==> src/rtl/chart_player_pkg.sv <==
// rtl/chart_player_pkg.sv - shared state encoding and chart word layout for chart_player
package chart_player_pkg;

  typedef enum logic [2:0] {
    S_IDLE  = 3'd0,
    S_FETCH = 3'd1,
    S_WAIT  = 3'd2,
    S_SHOW  = 3'd3,
    S_GAP   = 3'd4,
    S_DONE  = 3'd5
  } state_e;

  localparam int WORD_W  = 13;
  localparam int NOTE_HI = 12;
  localparam int NOTE_LO = 8;
  localparam int GAP_HI  = 7;
  localparam int GAP_LO  = 0;

  // A zero gap marks the end of the chart; the notes field is ignored.
  function automatic logic is_end_marker(input logic [WORD_W-1:0] word);
    return word[GAP_HI:GAP_LO] == '0;
  endfunction

endpackage

==> src/rtl/chart_player_if.sv <==
// rtl/chart_player_if.sv - control, chart ROM and expected-note signals of chart_player
interface chart_player_if #(parameter int ADDR_W = 8);

  logic              start;
  logic              pause;
  logic              stop;
  logic [ADDR_W-1:0] rom_addr;
  logic [12:0]       rom_data;
  logic [4:0]        exp_notes;
  logic              playing;
  logic              song_done;
  logic [7:0]        notes_played;

  modport master (
    input  start, pause, stop, rom_data,
    output rom_addr, exp_notes, playing, song_done, notes_played
  );

  modport slave (
    output start, pause, stop, rom_data,
    input  rom_addr, exp_notes, playing, song_done, notes_played
  );

endinterface

==> src/rtl/chart_player_tick_prescaler.sv <==
// rtl/chart_player_tick_prescaler.sv - divides clk into one-cycle chart ticks while enabled
module tick_prescaler #(
  parameter int TICK_DIV = 50000
) (
  input  logic clk,
  input  logic resetn,
  input  logic en,
  input  logic clr,
  output logic tick
);

  localparam int CW = $clog2(TICK_DIV);

  logic [CW-1:0] cnt_q;

  assign tick = en && (cnt_q == CW'(TICK_DIV - 1));

  always_ff @(posedge clk) begin
    if (!resetn) begin
      cnt_q <= '0;
    end else if (clr) begin
      cnt_q <= '0;
    end else if (en) begin
      cnt_q <= tick ? '0 : cnt_q + 1'b1;
    end
  end

endmodule

==> src/rtl/chart_player.sv <==
// rtl/chart_player.sv - walks the chart ROM and presents each chord on exp_notes for its hit window
module chart_player
  import chart_player_pkg::*;
#(
  parameter int TICK_DIV   = 50000,
  parameter int HIT_WINDOW = 8,
  parameter int ADDR_W     = 8
) (
  input  logic           clk,
  input  logic           resetn,
  chart_player_if.master bus
);

  state_e            state_q;
  logic [ADDR_W-1:0] rom_addr_q;
  logic [4:0]        exp_notes_q;
  logic              playing_q;
  logic              song_done_q;
  logic [7:0]        notes_played_q;
  logic [7:0]        tick_cnt_q;
  logic [7:0]        show_q;
  logic [7:0]        gap_left_q;

  logic [4:0] rom_notes;
  logic [7:0] rom_gap;
  logic [7:0] gap_m1;
  logic [7:0] show_d;
  logic [7:0] phase_len;
  logic       tick;
  logic       phase_end;
  logic       pre_en;
  logic       pre_clr;

  assign rom_notes = bus.rom_data[NOTE_HI:NOTE_LO];
  assign rom_gap   = bus.rom_data[GAP_HI:GAP_LO];
  assign gap_m1    = rom_gap - 8'd1;
  assign show_d    = (32'(gap_m1) < HIT_WINDOW) ? gap_m1 : 8'(HIT_WINDOW);

  assign phase_len = (state_q == S_SHOW) ? show_q : gap_left_q;
  assign phase_end = tick && (tick_cnt_q == phase_len - 8'd1);

  // Clear on the edge that enters SHOW or GAP so every phase starts on a fresh tick.
  assign pre_en  = (state_q == S_SHOW || state_q == S_GAP) && !bus.pause && !bus.stop;
  assign pre_clr = bus.stop ||
                   (!bus.pause && (state_q == S_WAIT || (state_q == S_SHOW && phase_end)));

  tick_prescaler #(.TICK_DIV(TICK_DIV)) u_prescaler (
    .clk    (clk),
    .resetn (resetn),
    .en     (pre_en),
    .clr    (pre_clr),
    .tick   (tick)
  );

  always_ff @(posedge clk) begin
    if (!resetn) begin
      state_q        <= S_IDLE;
      rom_addr_q     <= '0;
      exp_notes_q    <= '0;
      playing_q      <= 1'b0;
      song_done_q    <= 1'b0;
      notes_played_q <= '0;
      tick_cnt_q     <= '0;
      show_q         <= '0;
      gap_left_q     <= '0;
    end else if (bus.stop) begin
      state_q     <= S_IDLE;
      rom_addr_q  <= '0;
      exp_notes_q <= '0;
      playing_q   <= 1'b0;
      song_done_q <= 1'b0;
      tick_cnt_q  <= '0;
    end else if (!bus.pause) begin
      case (state_q)
        S_IDLE, S_DONE: begin
          if (bus.start) begin
            state_q        <= S_FETCH;
            rom_addr_q     <= '0;
            notes_played_q <= '0;
            playing_q      <= 1'b1;
            song_done_q    <= 1'b0;
          end
        end
        S_FETCH: state_q <= S_WAIT;
        S_WAIT: begin
          tick_cnt_q <= '0;
          if (is_end_marker(bus.rom_data)) begin
            state_q     <= S_DONE;
            exp_notes_q <= '0;
            playing_q   <= 1'b0;
            song_done_q <= 1'b1;
          end else if (show_d != 8'd0 && rom_notes != 5'd0) begin
            state_q     <= S_SHOW;
            exp_notes_q <= rom_notes;
            show_q      <= show_d;
            gap_left_q  <= rom_gap - show_d;
            if (notes_played_q != 8'hFF) notes_played_q <= notes_played_q + 8'd1;
          end else begin
            state_q     <= S_GAP;
            exp_notes_q <= '0;
            gap_left_q  <= rom_gap;
          end
        end
        S_SHOW: begin
          if (phase_end) begin
            state_q     <= S_GAP;
            exp_notes_q <= '0;
            tick_cnt_q  <= '0;
          end else if (tick) begin
            tick_cnt_q <= tick_cnt_q + 8'd1;
          end
        end
        S_GAP: begin
          if (phase_end) begin
            tick_cnt_q <= '0;
            // The last ROM entry ends the song even without an end marker.
            if (rom_addr_q == '1) begin
              state_q     <= S_DONE;
              playing_q   <= 1'b0;
              song_done_q <= 1'b1;
            end else begin
              state_q    <= S_FETCH;
              rom_addr_q <= rom_addr_q + 1'b1;
            end
          end else if (tick) begin
            tick_cnt_q <= tick_cnt_q + 8'd1;
          end
        end
        default: state_q <= S_IDLE;
      endcase
    end
  end

  assign bus.rom_addr     = rom_addr_q;
  assign bus.exp_notes    = exp_notes_q;
  assign bus.playing      = playing_q;
  assign bus.song_done    = song_done_q;
  assign bus.notes_played = notes_played_q;

endmodule
==> src/flat_wrapper.sv <==
// flat-port wrapper written by rule: the top's interface ports become plain ports
module chart_player_flat import chart_player_pkg::*;
#(
  parameter int TICK_DIV   = 50000,
  parameter int HIT_WINDOW = 8,
  parameter int ADDR_W     = 8
)
  (clk, resetn, bus_start, bus_pause, bus_stop, bus_rom_data, bus_rom_addr, bus_exp_notes, bus_playing, bus_song_done, bus_notes_played);
  chart_player_if #(.ADDR_W(ADDR_W)) bus_i ();
  input  logic clk;
  input  logic resetn;
  input wire logic [$bits(bus_i.start)-1:0] bus_start;
  input wire logic [$bits(bus_i.pause)-1:0] bus_pause;
  input wire logic [$bits(bus_i.stop)-1:0] bus_stop;
  input wire logic [$bits(bus_i.rom_data)-1:0] bus_rom_data;
  output wire logic [$bits(bus_i.rom_addr)-1:0] bus_rom_addr;
  output wire logic [$bits(bus_i.exp_notes)-1:0] bus_exp_notes;
  output wire logic [$bits(bus_i.playing)-1:0] bus_playing;
  output wire logic [$bits(bus_i.song_done)-1:0] bus_song_done;
  output wire logic [$bits(bus_i.notes_played)-1:0] bus_notes_played;
  assign bus_i.start = bus_start;
  assign bus_i.pause = bus_pause;
  assign bus_i.stop = bus_stop;
  assign bus_i.rom_data = bus_rom_data;
  assign bus_rom_addr = bus_i.rom_addr;
  assign bus_exp_notes = bus_i.exp_notes;
  assign bus_playing = bus_i.playing;
  assign bus_song_done = bus_i.song_done;
  assign bus_notes_played = bus_i.notes_played;
  chart_player #(.TICK_DIV(TICK_DIV), .HIT_WINDOW(HIT_WINDOW), .ADDR_W(ADDR_W)) u_core (.clk(clk), .resetn(resetn), .bus(bus_i));
endmodule
==> config.mk <==
export PLATFORM = sky130hd
export DESIGN_NAME = chart_player_flat
export DESIGN_NICKNAME = d
export VERILOG_FILES = /design/src/rtl/chart_player_pkg.sv /design/src/rtl/chart_player_if.sv /design/src/rtl/chart_player_tick_prescaler.sv /design/src/rtl/chart_player.sv /design/src/flat_wrapper.sv
export SDC_FILE = /design/constraint.sdc
export NUM_CORES = 1
export LEC_CHECK = 0
export CAP_MARGIN = 20
export CORE_ASPECT_RATIO = 1.25
export CORE_MARGIN = 3
export CORE_UTILIZATION = 50
export DETAILED_ROUTE_END_ITERATION = 12
export GPL_TIMING_DRIVEN = 0
export PLACE_DENSITY_LB_ADDON = 0.25
export SETUP_SLACK_MARGIN = 0.4
export SLEW_MARGIN = 20
export SYNTH_ARGS = -nofsm -noshare
export SYNTH_HDL_FRONTEND = slang
export SYNTH_HIERARCHICAL = 1
export SYNTH_SLANG_ARGS = --single-unit
==> constraint.sdc <==
create_clock -name clk -period 5.2 [get_ports clk]
set_clock_uncertainty 0.05 [all_clocks]
set_input_delay 1.04 -clock clk [delete_from_list [all_inputs] [get_ports clk]]
set_output_delay 1.04 -clock clk [all_outputs]
set_load 0.01 [all_outputs]
==> summary.md <==
| Metric | Value |
|---|---|
| Status | `finished, final reports clean` |
| Hold Crit Start | `u_core/bus.exp_notes[3]` |
| Number of fill cells | `687` |
| Tot GR Track Use | `0.2154` |
| Yosys Warn Count | `6` |
| Share of layout cells above drive strength 1 | `0.08411` |
| CP endpoint kind | `flip-flop` |
| Slew @ Worst Pin | `0.8182 ns` |
| Dpl hpwl | `6921 um` |
| TritonRoute pass-1 iters | `4` |
| EDFF count, synth | `0` |
| Netlist cell types | `60` |
| Port Buffers | `37` |
| RSZ-0062 raised after global routing | `true` |
| Crit Reg-Reg Startpoint | `u_core/state_q[2]` |
| Max H-tree Level | `3` |
| # diodes | `0` |
| Initial Util | `0.5165` |
| Minimum clock period | `4.625 ns` |
| Num Clock Sinks | `66` |
| Final TNS setup | `0 ns` |
| DIE WIDTH | `84.44 um` |
| Vias | `3680` |
| Setup violators final | `0` |
| Slew margin rel. | `0.4509` |
| First-pass GRT wire length | `15940 um` |
| Clock slew at reported path FFs | `0.07 ns` |
| Die area | `8785 um^2` |
| Slew Limit Fails | `0` |
| Clk buf depth | `2` |
| Power density over the cells | `220.4 nW/um^2` |
| Final net count | `557` |
| Boundary pin count | `41` |
| Critical Path Source Type | `input port` |
| Mapped Avg Cell Area | `8.010 um^2` |
| Min-Delay Endpoint | `u_core/bus.exp_notes[3]` |
| Core box area | `7445 um^2` |
| Asr flop ratio synth | `0` |
| Top-area cell type share of the netlist area | `0.3436` |
| Post-route ant nets | `0` |
| Leakage | `1.575 nW` |
| Overall Power | `0.001008 W` |
| Vias in the first global route | `3514` |
| Rows | `35` |
| Initial antenna violation count | `0` |
| Reg area | `1321 um^2` |
| Synth Register Bits | `66` |
| CTS Buf Count | `9` |
| Avg WL per Cell | `14.83 um` |
| Hold/Removal Path Class | `reg -> reg` |
| Critical setup path kind | `in -> reg` |
| Crit path DAT | `4.79 ns` |
| Vias per cell | `5.869` |
| Chip Height | `104.0 um` |
| TritonCTS clock tree | `built` |
| Crit path from | `bus_rom_data[0]` |
| Clk root buf | `clkbuf_8` |
| Switching portion of total power | `0.2348` |
| Most common cell after layout, fill and taps aside | `dfxtp_1` |
| Commonest non-fill, non-tap cells in the layout | `66 x dfxtp_1, 52 x nor2_1, 37 x clkdlybuf4s50_1, 32 x a21oi_1, 27 x nand2_1` |
| Worst-path fanout max | `10` |
| Clock share of power | `0.415` |
| Final Hold Fails | `0` |
| Total congestion overflow | `0` |
| Seq/Total Area, Yosys | `0.3436` |
| Seq pwr share | `0.504` |
| Fin worst setup slack | `0.5753 ns` |
| Aggregate routed wire length | `9297 um` |
| Leading area contributor after synthesis | `dfxtp_1` |
| R2r endpoint | `u_core/u_prescaler/cnt_q[2]` |
| Synth Flop Type | `dfxtp_1` |
| R2r worst-path depth | `16` |
| Syn nets | `506` |
| VDD IR max | `0.0001301 V` |
| CTS Hold Bufs | `0` |
| Gp weighted congestion | `0.8838` |
| Pre-CTS setup slack | `-0.4920 ns` |
| P_sw | `0.0002367 W` |
| WP data required | `5.36 ns` |
| Mapped Area | `3845 um^2` |
| Reg2Reg Setup Slack | `0.82 ns` |
| Worst Hold Depth | `1` |
| Tcrit/Tclk final | `0.8894` |
| Synth Instances | `480` |
| Synth area leaders | `dfxtp_1 34%, nor2_1 5.1%, xnor2_1 5.0%` |
| Initial DRC Count | `225` |
| Multi-input logic area | `2359 um^2` |
| Largest net degree at the start of global routing | `11` |
| Max-cap violations | `0` |
| Top achievable clock speed | `216.2 MHz` |
| P&R area growth vs syn | `18.94%` |
| DRC Markers | `0` |
| Clock Latency Late Sink | `0.34 ns` |
| Comb pwr share | `0.081` |
| Pint | `0.0007711 W` |
[power by group through the flow]
stage	clock network, W	logic (W)	registers, W
after detailed placement	0	0.0000789	0.000519
after floorplan	0	0.0000498	0.000519
final	0.000418	0.0000820	0.000508
after global placement	0	0.0000776	0.000519
after global routing	0.000451	0.0000905	0.000508
after CTS	0.000430	0.0000792	0.000508
[flip-flops by register name, indices dropped and copies added, names as in the netlist]
register	flops
u_core/bus.exp_notes	5
u_core/bus.notes_played	8
u_core/bus.playing	1
u_core/bus.rom_addr	8
u_core/bus.song_done	1
u_core/gap_left_q	8
u_core/show_q	8
u_core/state_q	3
u_core/tick_cnt_q	8
u_core/u_prescaler/cnt_q	16
[synth_stat cells (all sizes together) (2+ instances only)]
| library cell | number |
|---|---|
| a2111oi | 3 |
| a211o | 2 |
| a211oi | 3 |
| a21oi | 32 |
| a31o | 2 |
| a31oi | 7 |
| a32o | 5 |
| and3 | 12 |
| and4 | 2 |
| buf | 9 |
| clkbuf | 12 |
| dfxtp | 66 |
| ha | 8 |
| inv | 24 |
| mux2i | 10 |
| nand2 | 27 |
| nand2b | 9 |
| nand3 | 20 |
| nand3b | 4 |
| nand4 | 17 |
| nor2 | 52 |
| nor3 | 22 |
| nor4 | 5 |
| nor4b | 2 |
| o211ai | 4 |
| o21a | 3 |
| o21ai | 27 |
| o31a | 2 |
| o31ai | 5 |
| o32ai | 2 |
| or2 | 5 |
| or3 | 14 |
| or4 | 7 |
| or4b | 4 |
| xnor2 | 22 |
| xor2 | 16 |
[final cells by class]
class	instances	area share
timing repair buffer	40	0.08591
tap	92	0.02517
clock buffer	12	0.03174
clock inverter	3	0.008755
sequential	66	0.2889
inverter	24	0.01970
buffer	21	0.02408
multi-input combinational	369	0.5157
[cell families after synthesis]
| family | Yosys count | share of synthesized area |
|---|---|---|
| compound gates | 107 | 0.1796 |
| xor+xnor | 38 | 0.08656 |
| fa+ha+maj | 8 | 0.02603 |
| buf+inv | 45 | 0.05109 |
| flops | 66 | 0.3436 |
| mux | 11 | 0.02896 |
| simple gates | 205 | 0.2841 |
[stage by stage]
| stage | utilization | hold WS (ns) | std cells | area, um^2 |
|---|---|---|---|---|
| 2_1_floorplan | - | 0.4023 | 480 | 3845 |
| 3_3_place_gp | 0.5817 | 0.4237 | 609 | 4330 |
| 3_5_place_dp | 0.5817 | 0.4357 | 609 | 4330 |
| 4_1_cts | 0.6082 | 0.4529 | 625 | 4528 |
| 5_1_grt | 0.6143 | 0.4706 | 627 | 4573 |
| 6_report | 0.6143 | 0.4505 | 627 | 4573 |
[routing by layer]
metal  track usage  wire length (um)  vias to the layer above
met1        0.2511              4015                     1725
met5             0                 0                        -
met3       0.04675               317                       17
met2        0.3832              4762                       82
met4       0.07805               201                        0
li1              -                 -                     1856
[worst max-delay path by stage]
| stage | end |
|---|---|
| after floorplan | u_core/u_prescaler/cnt_q[10] |
| after global placement | u_core/u_prescaler/cnt_q[14] |
| after detailed placement | u_core/u_prescaler/cnt_q[2] |
| after CTS | u_core/gap_left_q[6] |
| after global routing | u_core/gap_left_q[6] |
| final | u_core/gap_left_q[6] |
[worst max-delay path, cell delays in order]
cell and delay, ns:
clkdlybuf4s50_1 0.51, inv_2 0.15, ha_1 0.15, buf_2 0.19, or4b_2 0.60, nand4_1 0.15
a211o_1 0.20, clkbuf_4 0.24, a21oi_1 0.09, ha_1 0.28, nor4_2 0.31, o21ai_0 0.20
a2111oi_2 0.42, xnor2_1 0.18, a21oi_1 0.08
[repair_timing]
| action | CTS | global route |
|---|---|---|
| resized for setup | 3 | 7 |
| setup endpoints to repair | 27 | 11 |
| setup buffers | 1 | 2 |
| pin swaps | 1 | 0 |
Power figures use the tool's default switching activity.
